$ cat src/rtl/fetch_stage.sv
// Instruction-fetch stage: owns the PC, runs a req/ack instruction-memory port of arbitrary
// latency, and writes the IF/ID pipeline register. A one-entry skid buffer holds an instruction
// that returns while the pipeline is stalled. A branch redirect that arrives while a request is
// still outstanding is parked until that request completes, and its data is then thrown away.
module fetch_stage #(
  parameter logic [31:0] RESET_PC  = 32'h0000_0000,
  parameter logic [31:0] NOP_INSTR = 32'h0000_0013
) (
  input  logic        clk_i,
  input  logic        rst_i,
  input  logic        pc_write_i,
  input  logic        stall_i,
  input  logic        flush_i,
  input  logic [31:0] branch_target_i,
  output logic        imem_req_o,
  output logic [31:0] imem_addr_o,
  input  logic        imem_ack_i,
  input  logic [31:0] imem_data_i,
  output logic [31:0] ifid_pc_o,
  output logic [31:0] ifid_instr_o,
  output logic        ifid_valid_o,
  output logic [31:0] fetch_count_o
);

  // Fetch FSM encoding
  localparam logic [1:0] StFetch = 2'd0;  // request outstanding at pc
  localparam logic [1:0] StHold  = 2'd1;  // skid buffer full, no request
  localparam logic [1:0] StDrop  = 2'd2;  // stale request pending, result discarded

  logic [1:0]  state_q, state_d;
  logic [31:0] pc_q, pc_d;
  logic [31:0] skid_pc_q, skid_pc_d;
  logic [31:0] skid_instr_q, skid_instr_d;
  logic [31:0] redirect_q, redirect_d;
  logic [31:0] ifid_pc_q, ifid_pc_d;
  logic [31:0] ifid_instr_q, ifid_instr_d;
  logic        ifid_valid_q, ifid_valid_d;
  logic [31:0] fetch_count_q, fetch_count_d;

  logic        hold;
  logic        advance;
  logic        ack;
  logic        load_valid;
  logic [31:0] pc_plus4;
  logic [31:0] target_aligned;

  assign hold           = stall_i | ~pc_write_i;
  assign advance        = ~hold & ~flush_i;
  assign pc_plus4       = pc_q + 32'd4;
  assign target_aligned = {branch_target_i[31:2], 2'b00};

  // Request is decoded from state only; reset forces it low so a pending access is abandoned
  always_comb begin
    imem_req_o  = rst_i & ((state_q == StFetch) | (state_q == StDrop));
    imem_addr_o = pc_q;
  end

  // An ack only counts while a request is actually being presented
  assign ack = imem_req_o & imem_ack_i;

  // Next-state logic for the FSM, PC, skid buffer, redirect and IF/ID register
  always_comb begin
    state_d      = state_q;
    pc_d         = pc_q;
    skid_pc_d    = skid_pc_q;
    skid_instr_d = skid_instr_q;
    redirect_d   = redirect_q;
    ifid_pc_d    = ifid_pc_q;
    ifid_instr_d = ifid_instr_q;
    ifid_valid_d = ifid_valid_q;
    load_valid   = 1'b0;

    case (state_q)
      StFetch: begin
        if (flush_i) begin
          ifid_pc_d    = pc_q;
          ifid_instr_d = NOP_INSTR;
          ifid_valid_d = 1'b0;
          if (ack) begin
            // Returned word belongs to the wrong path; redirect right away
            pc_d = target_aligned;
          end else begin
            // Request still in flight; address must stay put until it completes
            redirect_d = target_aligned;
            state_d    = StDrop;
          end
        end else if (ack) begin
          if (advance) begin
            ifid_pc_d    = pc_q;
            ifid_instr_d = imem_data_i;
            ifid_valid_d = 1'b1;
            load_valid   = 1'b1;
            pc_d         = pc_plus4;
          end else begin
            skid_pc_d    = pc_q;
            skid_instr_d = imem_data_i;
            state_d      = StHold;
          end
        end else if (advance) begin
          ifid_pc_d    = pc_q;
          ifid_instr_d = NOP_INSTR;
          ifid_valid_d = 1'b0;
        end
      end

      StHold: begin
        if (flush_i) begin
          ifid_pc_d    = pc_q;
          ifid_instr_d = NOP_INSTR;
          ifid_valid_d = 1'b0;
          pc_d         = target_aligned;
          state_d      = StFetch;
        end else if (advance) begin
          ifid_pc_d    = skid_pc_q;
          ifid_instr_d = skid_instr_q;
          ifid_valid_d = 1'b1;
          load_valid   = 1'b1;
          pc_d         = pc_plus4;
          state_d      = StFetch;
        end
      end

      StDrop: begin
        if (flush_i) begin
          ifid_pc_d    = pc_q;
          ifid_instr_d = NOP_INSTR;
          ifid_valid_d = 1'b0;
          // Newest target wins, even if the stale request completes this cycle
          if (ack) begin
            pc_d    = target_aligned;
            state_d = StFetch;
          end else begin
            redirect_d = target_aligned;
          end
        end else begin
          if (advance) begin
            ifid_pc_d    = pc_q;
            ifid_instr_d = NOP_INSTR;
            ifid_valid_d = 1'b0;
          end
          if (ack) begin
            pc_d    = redirect_q;
            state_d = StFetch;
          end
        end
      end

      default: begin
        state_d = StFetch;
      end
    endcase

    fetch_count_d = fetch_count_q;
    if (load_valid) begin
      fetch_count_d = fetch_count_q + 32'd1;
    end
  end

  // State registers with synchronous active-low reset
  always_ff @(posedge clk_i) begin
    if (!rst_i) begin
      state_q       <= StFetch;
      pc_q          <= RESET_PC;
      skid_pc_q     <= 32'd0;
      skid_instr_q  <= 32'd0;
      redirect_q    <= 32'd0;
      ifid_pc_q     <= 32'd0;
      ifid_instr_q  <= NOP_INSTR;
      ifid_valid_q  <= 1'b0;
      fetch_count_q <= 32'd0;
    end else begin
      state_q       <= state_d;
      pc_q          <= pc_d;
      skid_pc_q     <= skid_pc_d;
      skid_instr_q  <= skid_instr_d;
      redirect_q    <= redirect_d;
      ifid_pc_q     <= ifid_pc_d;
      ifid_instr_q  <= ifid_instr_d;
      ifid_valid_q  <= ifid_valid_d;
      fetch_count_q <= fetch_count_d;
    end
  end

  assign ifid_pc_o     = ifid_pc_q;
  assign ifid_instr_o  = ifid_instr_q;
  assign ifid_valid_o  = ifid_valid_q;
  assign fetch_count_o = fetch_count_q;

endmodule

$ cat config.mk
export PLATFORM = sky130hd
export DESIGN_NAME = fetch_stage
export DESIGN_NICKNAME = d
export VERILOG_FILES = /design/src/rtl/fetch_stage.sv
export SDC_FILE = /design/constraint.sdc
export NUM_CORES = 1
export LEC_CHECK = 0
export BUFFER_PORTS_ARGS = -buffer_cell sky130_fd_sc_hd__buf_4
export CORE_MARGIN = 1.5
export CORE_UTILIZATION = 30
export CTS_CLUSTER_SIZE = 30
export DETAILED_ROUTE_END_ITERATION = 16
export PLACE_DENSITY = 0.61
export SLEW_MARGIN = 20
export SYNTH_ARGS = -nofsm -noshare
export SYNTH_HDL_FRONTEND = slang
export SYNTH_SLANG_ARGS = --single-unit
export TNS_END_PERCENT = 50
$ cat constraint.sdc
create_clock -name clk_i -period 2.5 [get_ports clk_i]
set_input_delay 0.25 -clock clk_i [delete_from_list [all_inputs] [get_ports clk_i]]
set_output_delay 0.25 -clock clk_i [all_outputs]
set_load 0.01 [all_outputs]
# Word level (Yosys, flattened, before mapping)
# Cells that the tools add are included.
dict set report word_totals {
  regBits 225
  in_bits 70
  out_inout_bits 130
  elab_cells 81
}
dict set report classes {
  addsub 2
  n_eq_ne 10
  mux 41
  n_bitwise 10
  reduce_logical 9
}
# op count
set op_table {}
lappend op_table {{32-bit two-way mux} 18}
lappend op_table {{32-bit one-hot mux with 3 select lines} 2}
lappend op_table {{32-bit one-hot mux with 2 select lines} 1}
lappend op_table {{32-bit by 1-bit adder with 32-bit output (second input constant)} 1}
lappend op_table {{32-bit by 3-bit adder with 32-bit output (second input constant)} 1}
lappend op_table {{3-bit inequality test (second input constant)} 5}
lappend op_table {{2-bit two-way mux} 7}
lappend op_table {{3-bit AND reduction} 4}
lappend op_table {{1-bit two-way mux} 10}
lappend op_table {{2-bit one-hot mux with 3 select lines} 1}
lappend op_table {{1-bit inverter} 5}
lappend op_table {{5-bit AND reduction} 1}
lappend op_table {{4-bit inequality test (second input constant)} 1}
lappend op_table {{4-bit AND reduction} 1}
lappend op_table {{1-bit AND} 3}
lappend op_table {{3-bit by 1-bit inequality test with 1-bit output (second input constant)} 1}
lappend op_table {{1-bit one-hot mux with 3 select lines} 1}
lappend op_table {{3-bit nonzero test} 1}
lappend op_table {{2-bit by 1-bit equality test with 1-bit output (second input constant)} 1}
lappend op_table {{2-bit equality test (second input constant)} 1}
lappend op_table {{2-bit zero test} 1}
lappend op_table {{2-bit inequality test (second input constant)} 1}
lappend op_table {{1-bit bitwise OR} 2}
lappend op_table {{1-bit one-hot mux with 2 select lines} 1}
lappend op_table {{2-bit OR reduction} 1}

# Depth between registers and ports, before layout
# Gate-level depths: netlist (run 1).
dict set report depth {
  depth_word 8
  ltp_mapped 11
  ltp_nobuf 8
}

# Worst setup path before layout (run 1)
# Ideal clock, no wire load.
dict set report synth_timing {
  path_kind {register to register}
  startpoint {register pc_q[2] (netlist: imem_addr_o[2])}
  endpoint {register pc_q[30] (netlist: imem_addr_o[30])}
  setup_ns 0.116
  arrival_ns 2.402
  required_time_ns 2.384
  slack_ns -0.018
  stages_incl_launch_ff 9
  path_buffers 1
  period_less_slack_ns 2.518
  cell_sequence {dfxtp_1 -> ha_1 -> nand3_1 -> or4_4 -> buf_6 -> or4_4 -> o31ai_1 -> o21ai_1 -> o211a_1}
}
dict set report synth_via {
  elab_chain_len 5
  elab_cells_between_ends 6
  cone_classes {1 x add/sub; 5 x mux}
}
# item line_no
set synth_rtl {}
lappend synth_rtl {{start, declared} 31} ;# logic [31:0] pc_q, pc_d;
lappend synth_rtl {{start signal, assigned} 173} ;# pc_q <= pc_d;
lappend synth_rtl {{32-bit by 3-bit adder with 32-bit output *} 49} ;# assign pc_plus4 = pc_q + 32'd4;
lappend synth_rtl {{32-bit two-way mux *} {88, 113}}
lappend synth_rtl {{32-bit two-way mux} 87} ;# end else if (ack) begin
lappend synth_rtl {{32-bit two-way mux} 75} ;# if (flush_i) begin
lappend synth_rtl {{32-bit one-hot mux with 3 select lines *} 73} ;# case (state_q)
# Mark *: on every way between the ends. The rest lies on a longest branch, timed or not. The select of a mux whose other input is x is not followed.
# A chain may end at the register's enable or synchronous reset.

# Final worst setup path (run 1)
dict set report layout_timing {
  startpoint {register state_q[0]}
  endpoint {register pc_q[6] (netlist: imem_addr_o[6])}
}
dict set report layout_via {
  elab_chain_len 7
  elab_cells_between_ends 14
  cone_classes {4 x eq/ne; 4 x mux; 3 x bitwise; 3 x reduce/logical}
}
# item line_no
set layout_rtl {}
lappend layout_rtl {{start, declared} 30} ;# logic [1:0] state_q, state_d;
lappend layout_rtl {{start signal, assigned} 162} ;# state_q <= StFetch;
lappend layout_rtl {{start signal, assigned} 172} ;# state_q <= state_d;
lappend layout_rtl {{2-bit equality test / 2-bit zero test (equally long branches)} {54, 73}}
lappend layout_rtl {{1-bit bitwise OR} 54} ;# imem_req_o = rst_i & ((state_q == StFetch) | (state_q == StDrop));
lappend layout_rtl {{1-bit AND} 54}
lappend layout_rtl {{1-bit AND} 59} ;# assign ack = imem_req_o & imem_ack_i;
lappend layout_rtl {{32-bit two-way mux} -}
lappend layout_rtl {{32-bit two-way mux, on equally long branches} -}
lappend layout_rtl {{32-bit one-hot mux with 3 select lines} 73}
# Parallel ways exist; a longest one is shown, timed or not.

==> reports/metrics.csv, run 1 <==
stage,metric,value,unit
logic_synthesis,sequential cell area fraction in the yosys report,0.381,
cts,worst skew pair latency,0.56,ns
logic_synthesis,Seq cells post-synth,225,
sta,FMAX,419,MHz
sta,Slew Limit Headroom,0.555,
sta,Setup Viol. Count Final,0,
die,die area,0.0407,mm2
logic_synthesis,Syn Inst Count,1505,
global_routing,grt peak-use layer,met2,
run,# Max-Cap Violations,0,
layout,Non-Filler Instances,2309,
logic_synthesis,"Top FF cell, synth",dfxtp_1,
logic_synthesis,ys async rst share,0,
die,core box area,0.0388,mm2
global_routing,initial antenna violation count,0,
min_path,Min-Delay Path Class,in2reg,
layout,fillers,3867,
die,Rows,72,
cts,CTS tree,yes,
global_routing,GRT Overall Usage,0.207,
layout,synth-to-layout area growth,36.0,%
global_routing,met2 Track Usage GR,0.349,
sta,"Hold Violations, Final",0,
route,post-DR wirelength/cell,18.7,um
place,Routability Congestion,0.934,
pwr,Worst IR Drop VDD,0.000536,V
global_routing,first-pass GRT wire length,67.2,mm
route,via count,12194,
critical_path,CP required,2.95,ns
place,port bufs,197,
logic_synthesis,"Distinct cells, synth",71,
sta,final worst-path cycle share,0.955,
die,Die Span X,202,um
logic_synthesis,Post-synth EDFFs,0,
layout,ANT cells,0,
critical_path,Worst Path Arrival,2.83,ns
place,Placed Cells incl. Taps,2193,
logic_synthesis,Mapped Area,0.0118,mm2
global_routing,met1 GRT Util,0.264,
critical_path,Crit Path Max Fanout,15,
cts,Clock Pin Slew Worst Setup and Hold Paths,0.06,ns
route,DRT iter0 DRCs,860,
critical_path,critical path launch point type,flop,
status,outcome,completed,
route,total wire length,43.1,mm
pwr,LEAKAGE,6.55,nW
cts,htree depth,1,
cts,Root Buffer,clkbuf_16,
global_routing,vias in the first global route,11895,
sta,Setup TNS,0,ns
logic_synthesis,Syn Nets,1581,
logic_synthesis,average size of a mapped cell,7.86,um2
global_routing,grt ovf,0,
global_routing,largest net degree at the start of global routing,179,
global_routing,M3 GR Usage,0.0395,
die,Die Span Y,202,um
logic_synthesis,synth warn,0,
layout,fraction of layout instances using a drive strength above 1,0.210,
sta,Slew Limit Fails,0,
place,hpwl dp,30.0,mm
sta,Final min period,2.39,ns
critical_path,Setup Crit Path Kind,reg2reg,
route,DR pass1 iterations,6,
route,DRC viols,0,
cts,Clock Sinks,225,
layout,Layout Nets,1845,
sta,Worst-Margin Slew,0.668,ns
sta,RSZ-0062 raised after global routing,false,
critical_path,Crit. End Element,flop,
route,Routed Antenna Nets,0,
cts,TritonCTS buffer count,28,
die,IO Pins,200,
die,Initial Util,0.305,
cts,clock buffer depth,3,
pwr,Pwr per Cell Area,651,mW/mm2
route,vias per inst,5.28,
sta,Clock Skews,0.00929,ns
routing by layer:
layer  up-vias  share of wire
li1       5870              -
met1      5792           0.43
met2       453           0.47
met3        79          0.073
met4         0          0.031
met5         -              0
per-stage QoR:
step           area [um2]  hold WS, ns  utilization  setup slack, ns  power, mW
6_report            16100       0.0778        0.415            0.113       10.5
5_1_grt             16100       0.0538        0.415          0.00195       10.9
4_1_cts             16100       0.0380        0.414           0.0781       10.6
3_5_place_dp        14400        0.456        0.372           0.0467       6.05
3_3_place_gp        14400        0.449        0.372           0.0456       6.02
2_1_floorplan       11800        0.395            -           0.0189       5.07
final timing paths:
kind / depth (start not counted) / slack, ns / endpoint / from
setup / recovery: 10 / 0.11 / imem_addr_o[6] / state_q[0]
hold / removal: 2 / 0.08 / imem_addr_o[2] / rst_i
hold reg to reg: 2 / 0.46 / redirect_q[5] / redirect_q[5]
setup reg to reg: 10 / 0.11 / imem_addr_o[6] / state_q[0]
layout by cell type, fill, tap and decap left out, types with 10 or more instances in the layout:
cell,instances
nor4_1,10
a22oi_1,32
nand2_1,335
a31oi_1,27
a21oi_1,41
xnor2_1,21
clkbuf_16,29
nor2_1,54
o211a_1,35
dfxtp_1,224
buf_4,295
nand4_1,16
nand3_1,41
and2_1,62
buf_12,12
mux2i_1,38
inv_1,16
nor3_1,16
and3_1,21
o2bb2ai_1,30
a21boi_0,104
dlygate4sd3_1,62
nor2b_1,10
o211ai_1,18
o21ai_0,72
xor2_1,12
report_power, final:
group / internal (mW) / switching [mW]
registers: 3.78 / 0.137
logic: 0.921 / 1.23
clock network: 2.75 / 1.65
total: 7.46 / 3.02
logic make-up after synthesis:
kind of cell	count (synthesis)	synth area share
AND/OR/NAND/NOR	605	0.235
AO/OA/AOI/OAI	445	0.271
flip-flops	225	0.381
buffers and inverters	152	0.0498
multiplexers	39	0.0331
XOR/XNOR	33	0.0244
adder cells (fa/ha/maj)	6	0.00634
Yosys cell counts, drive strengths merged, types with 15 or more instances:
| library cell | n | area (um2) |
|---|---|---|
| a21boi | 104 | 781 |
| a21oi | 41 | 205 |
| a22oi | 32 | 240 |
| a31oi | 28 | 175 |
| and2 | 62 | 388 |
| and3 | 22 | 138 |
| buf | 15 | 73.8 |
| clkbuf | 120 | 452 |
| dfxtp | 225 | 4500 |
| inv | 16 | 60.1 |
| mux2i | 38 | 380 |
| nand2 | 335 | 1260 |
| nand3 | 42 | 210 |
| nand4 | 16 | 100 |
| nor2 | 56 | 210 |
| nor3 | 19 | 106 |
| o211a | 35 | 350 |
| o211ai | 18 | 135 |
| o21ai | 74 | 370 |
| o2bb2ai | 30 | 263 |
| xnor2 | 21 | 184 |
registers in the layout, summed over array words and instances, names as in the netlist, 2 cells and up:
name	cells
fetch_count_o	32
ifid_instr_o	32
ifid_pc_o	32
imem_addr_o	32
redirect_q	30
skid_instr_q	32
skid_pc_q	32
state_q	2
timing repair:
item / CTS / global route
resized for setup: 0 / 7
hold buffers: 62 / 0
endpoints found under the hold margin: 64 / 0
endpoints found under the setup margin: 0 / 17
buffers inserted: 0 / 2
cell type report:
class                      instances  area (um2)  share of cell area
clock inverter                    12         194              0.0120
tap                              518         648              0.0403
timing repair buffer             369        3080               0.191
sequential                       225        4510               0.280
multi-input combinational       1128        6810               0.423
clock buffer                      40         807              0.0501
inverter                          17        63.8             0.00396
critical path, stage by stage, from the launching register on:
cell,delay (ns)
dfxtp_1,0.34
inv_1,0.10
ha_1,0.28
o211ai_1,0.15
buf_4,0.23
buf_4,0.21
nand2_1,0.13
a21oi_1,0.08
a211oi_1,0.39
a21oi_1,0.13
o211a_1,0.22
(Power assumes the default switching activity.)
==> inputs of run 2 (changes only) <==
RECOVER_POWER = 50   (was default)
==> run 2 against run 1 <==
Against the previous run:
- die area did not move
- register-to-register slack got worse by 0.02 ns
- utilization fell by 1.3 points
- critical path depth did not move
- clock skew rose by 0.0014 ns
- wire length rose by 0.10%
- non-clock buffer count did not move
- worst setup slack got worse by 0.021 ns
- total power fell by 1.0%
- design area fell by 3.1%
- sequential share of layout area rose by 0.89 points
- largest power group unchanged
==> reports/metrics.csv, run 2 (synthesized netlist as in run 1, its figures left out) <==
stage,metric,value,unit,change
status,outcome,completed,,unchanged
cts,worst skew pair latency,0.56,ns,about the same
die,Die Span Y,202,um,unchanged
die,Die Span X,202,um,unchanged
cts,Clock Pin Slew Worst Setup and Hold Paths,0.07,ns,was 0.06 ns
pwr,Worst IR Drop VDD,0.000536,V,about the same
global_routing,GRT Overall Usage,0.207,,unchanged
cts,htree depth,1,,unchanged
layout,synth-to-layout area growth,31.9,%,was 36.0%
route,DR pass1 iterations,5,,was 6
critical_path,Crit. End Element,flop,,unchanged
sta,Final min period,2.41,ns,was 2.39 ns
sta,Setup TNS,0,ns,unchanged
critical_path,Setup Crit Path Kind,reg2reg,,unchanged
layout,"commonest non-fill, non-tap cell in the layout",nand2_1,,unchanged
cts,clock buffer depth,3,,unchanged
die,Initial Util,0.305,,unchanged
sta,Setup Viol. Count Final,0,,unchanged
cts,Clock Sinks,225,,unchanged
sta,FMAX,415,MHz,was 419 MHz
place,pre-CTS setup slack,0.0467,ns,unchanged
critical_path,"Largest stage delay, worst path",0.41,ns,was 0.39 ns
pwr,LEAKAGE,6.02,nW,was 6.55 nW
run,# Max-Cap Violations,0,,unchanged
sta,Slew Limit Fails,0,,unchanged
critical_path,Worst Path Arrival,2.86,ns,was 2.83 ns
min_path,Min-Delay Path Class,in2reg,,unchanged
cts,Root Buffer,clkbuf_16,,unchanged
global_routing,initial antenna violation count,0,,unchanged
sta,RSZ-0062 raised after global routing,false,,unchanged
global_routing,vias in the first global route,11895,,unchanged
route,via count,12245,,was 12194
route,DRT iter0 DRCs,886,,was 860
die,core box area,0.0388,mm2,unchanged
place,hpwl dp,30.0,mm,unchanged
critical_path,critical path's slowest cell,a211oi_1,,unchanged
route,total wire length,43.1,mm,about the same
place,port bufs,197,,unchanged
global_routing,largest net degree at the start of global routing,179,,unchanged
die,Rows,72,,unchanged
pwr,Pwr per Cell Area,664,mW/mm2,was 651 mW/mm2
sta,"Hold Violations, Final",0,,unchanged
sta,Clock Skews,0.0107,ns,was 0.00929 ns
critical_path,CP required,2.95,ns,about the same
sta,final worst-path cycle share,0.963,,was 0.955
layout,fraction of layout instances using a drive strength above 1,0.138,,was 0.210
global_routing,first-pass GRT wire length,67.2,mm,unchanged
layout,Layout Nets,1845,,unchanged
die,IO Pins,200,,unchanged
critical_path,cells along the critical path,inv_1 -> ha_1 -> o211ai_1 -> buf_4 -> buf_4 -> nand2_1 -> a21oi_1 -> a211oi_1 -> a21oi_1 -> o211a_1,,unchanged
layout,fillers,4000,,was 3867
route,DRC viols,0,,unchanged
sta,Worst-Margin Slew,0.807,ns,was 0.668 ns
global_routing,grt ovf,0,,unchanged
cts,CTS tree,yes,,unchanged
sta,Setup WS post-layout,0.0930,ns,was 0.113 ns
critical_path,critical path launch point type,flop,,unchanged
route,post-DR wirelength/cell,18.7,um,about the same
sta,hold slack,0.0746,ns,was 0.0778 ns
layout,ANT cells,0,,unchanged
layout,Util after Layout,0.402,,was 0.415
cts,TritonCTS buffer count,28,,unchanged
sta,Slew Limit Headroom,0.462,,was 0.555
route,vias per inst,5.30,,was 5.28
layout,most frequent cells in the layout,"nand2_1, dfxtp_1, buf_4, clkbuf_1, a21boi_0",,"was nand2_1, buf_4, dfxtp_1, a21boi_0, o21ai_0"
route,Routed Antenna Nets,0,,unchanged
place,Routability Congestion,0.934,,unchanged
die,die area,0.0407,mm2,unchanged
critical_path,Crit Path Max Fanout,15,,unchanged
==> run 2: critical path: cells and delay by family (launching register included) <==
kind / cells / cell delay, ns
compound gates: 5 / 0.99
fa+ha+maj: 1 / 0.29
buf+inv: 3 / 0.54
simple gates: 1 / 0.13
flops: 1 / 0.34
==> run 2: stage by stage <==
| step | instances | area, um2 | total power [mW] |
|---|---|---|---|
| after CTS | 2307 | 16100 | 10.6 |
| after floorplan | 1505 | 11800 | 5.07 |
| after detailed placement | 2193 | 14400 | 6.05 |
| final | 2309 | 15600 | 10.4 |
| after global placement | 2193 | 14400 | 6.02 |
| after global routing | 2309 | 15600 | 10.8 |
==> run 2: where the power goes <==
part           total (mW)  switching, mW  internal (mW)
combinational        2.05           1.24          0.816
clock                4.40           1.65           2.75
sequential           3.92          0.134           3.78
==> run 2: routing by layer <==
layer	track usage	up-vias	share of wire
met1	0.264	5819	0.42
met2	0.349	461	0.46
met5	0	-	0
met4	0.0685	0	0.037
li1	-	5876	-
met3	0.0395	89	0.076
==> run 2: cell type report <==
type	instances	area (um2)	share of cell area
clock buffer	40	807	0.0517
clock inverter	12	194	0.0124
inverter	17	63.8	0.00409
multi-input combinational	1128	6800	0.436
sequential	225	4510	0.289
tap	518	648	0.0415
timing repair buffer	369	2590	0.166
==> run 2: repair_timing <==
action                     4_1_cts  5_1_grt
resized for setup                0        7
hold buffers                    62        0
setup buffers                    0        2
setup endpoints to repair        0       17
hold endpoints to repair        64        0
==> run 2: final timing paths <==
kind                    endpoint  slack (ns)  depth (start not counted)            from
setup / recovery  imem_addr_o[6]        0.09                         10      state_q[0]
hold / removal    imem_addr_o[2]        0.07                          2           rst_i
setup reg to reg  imem_addr_o[6]        0.09                         10      state_q[0]
hold reg to reg   redirect_q[14]        0.46                          2  redirect_q[14]
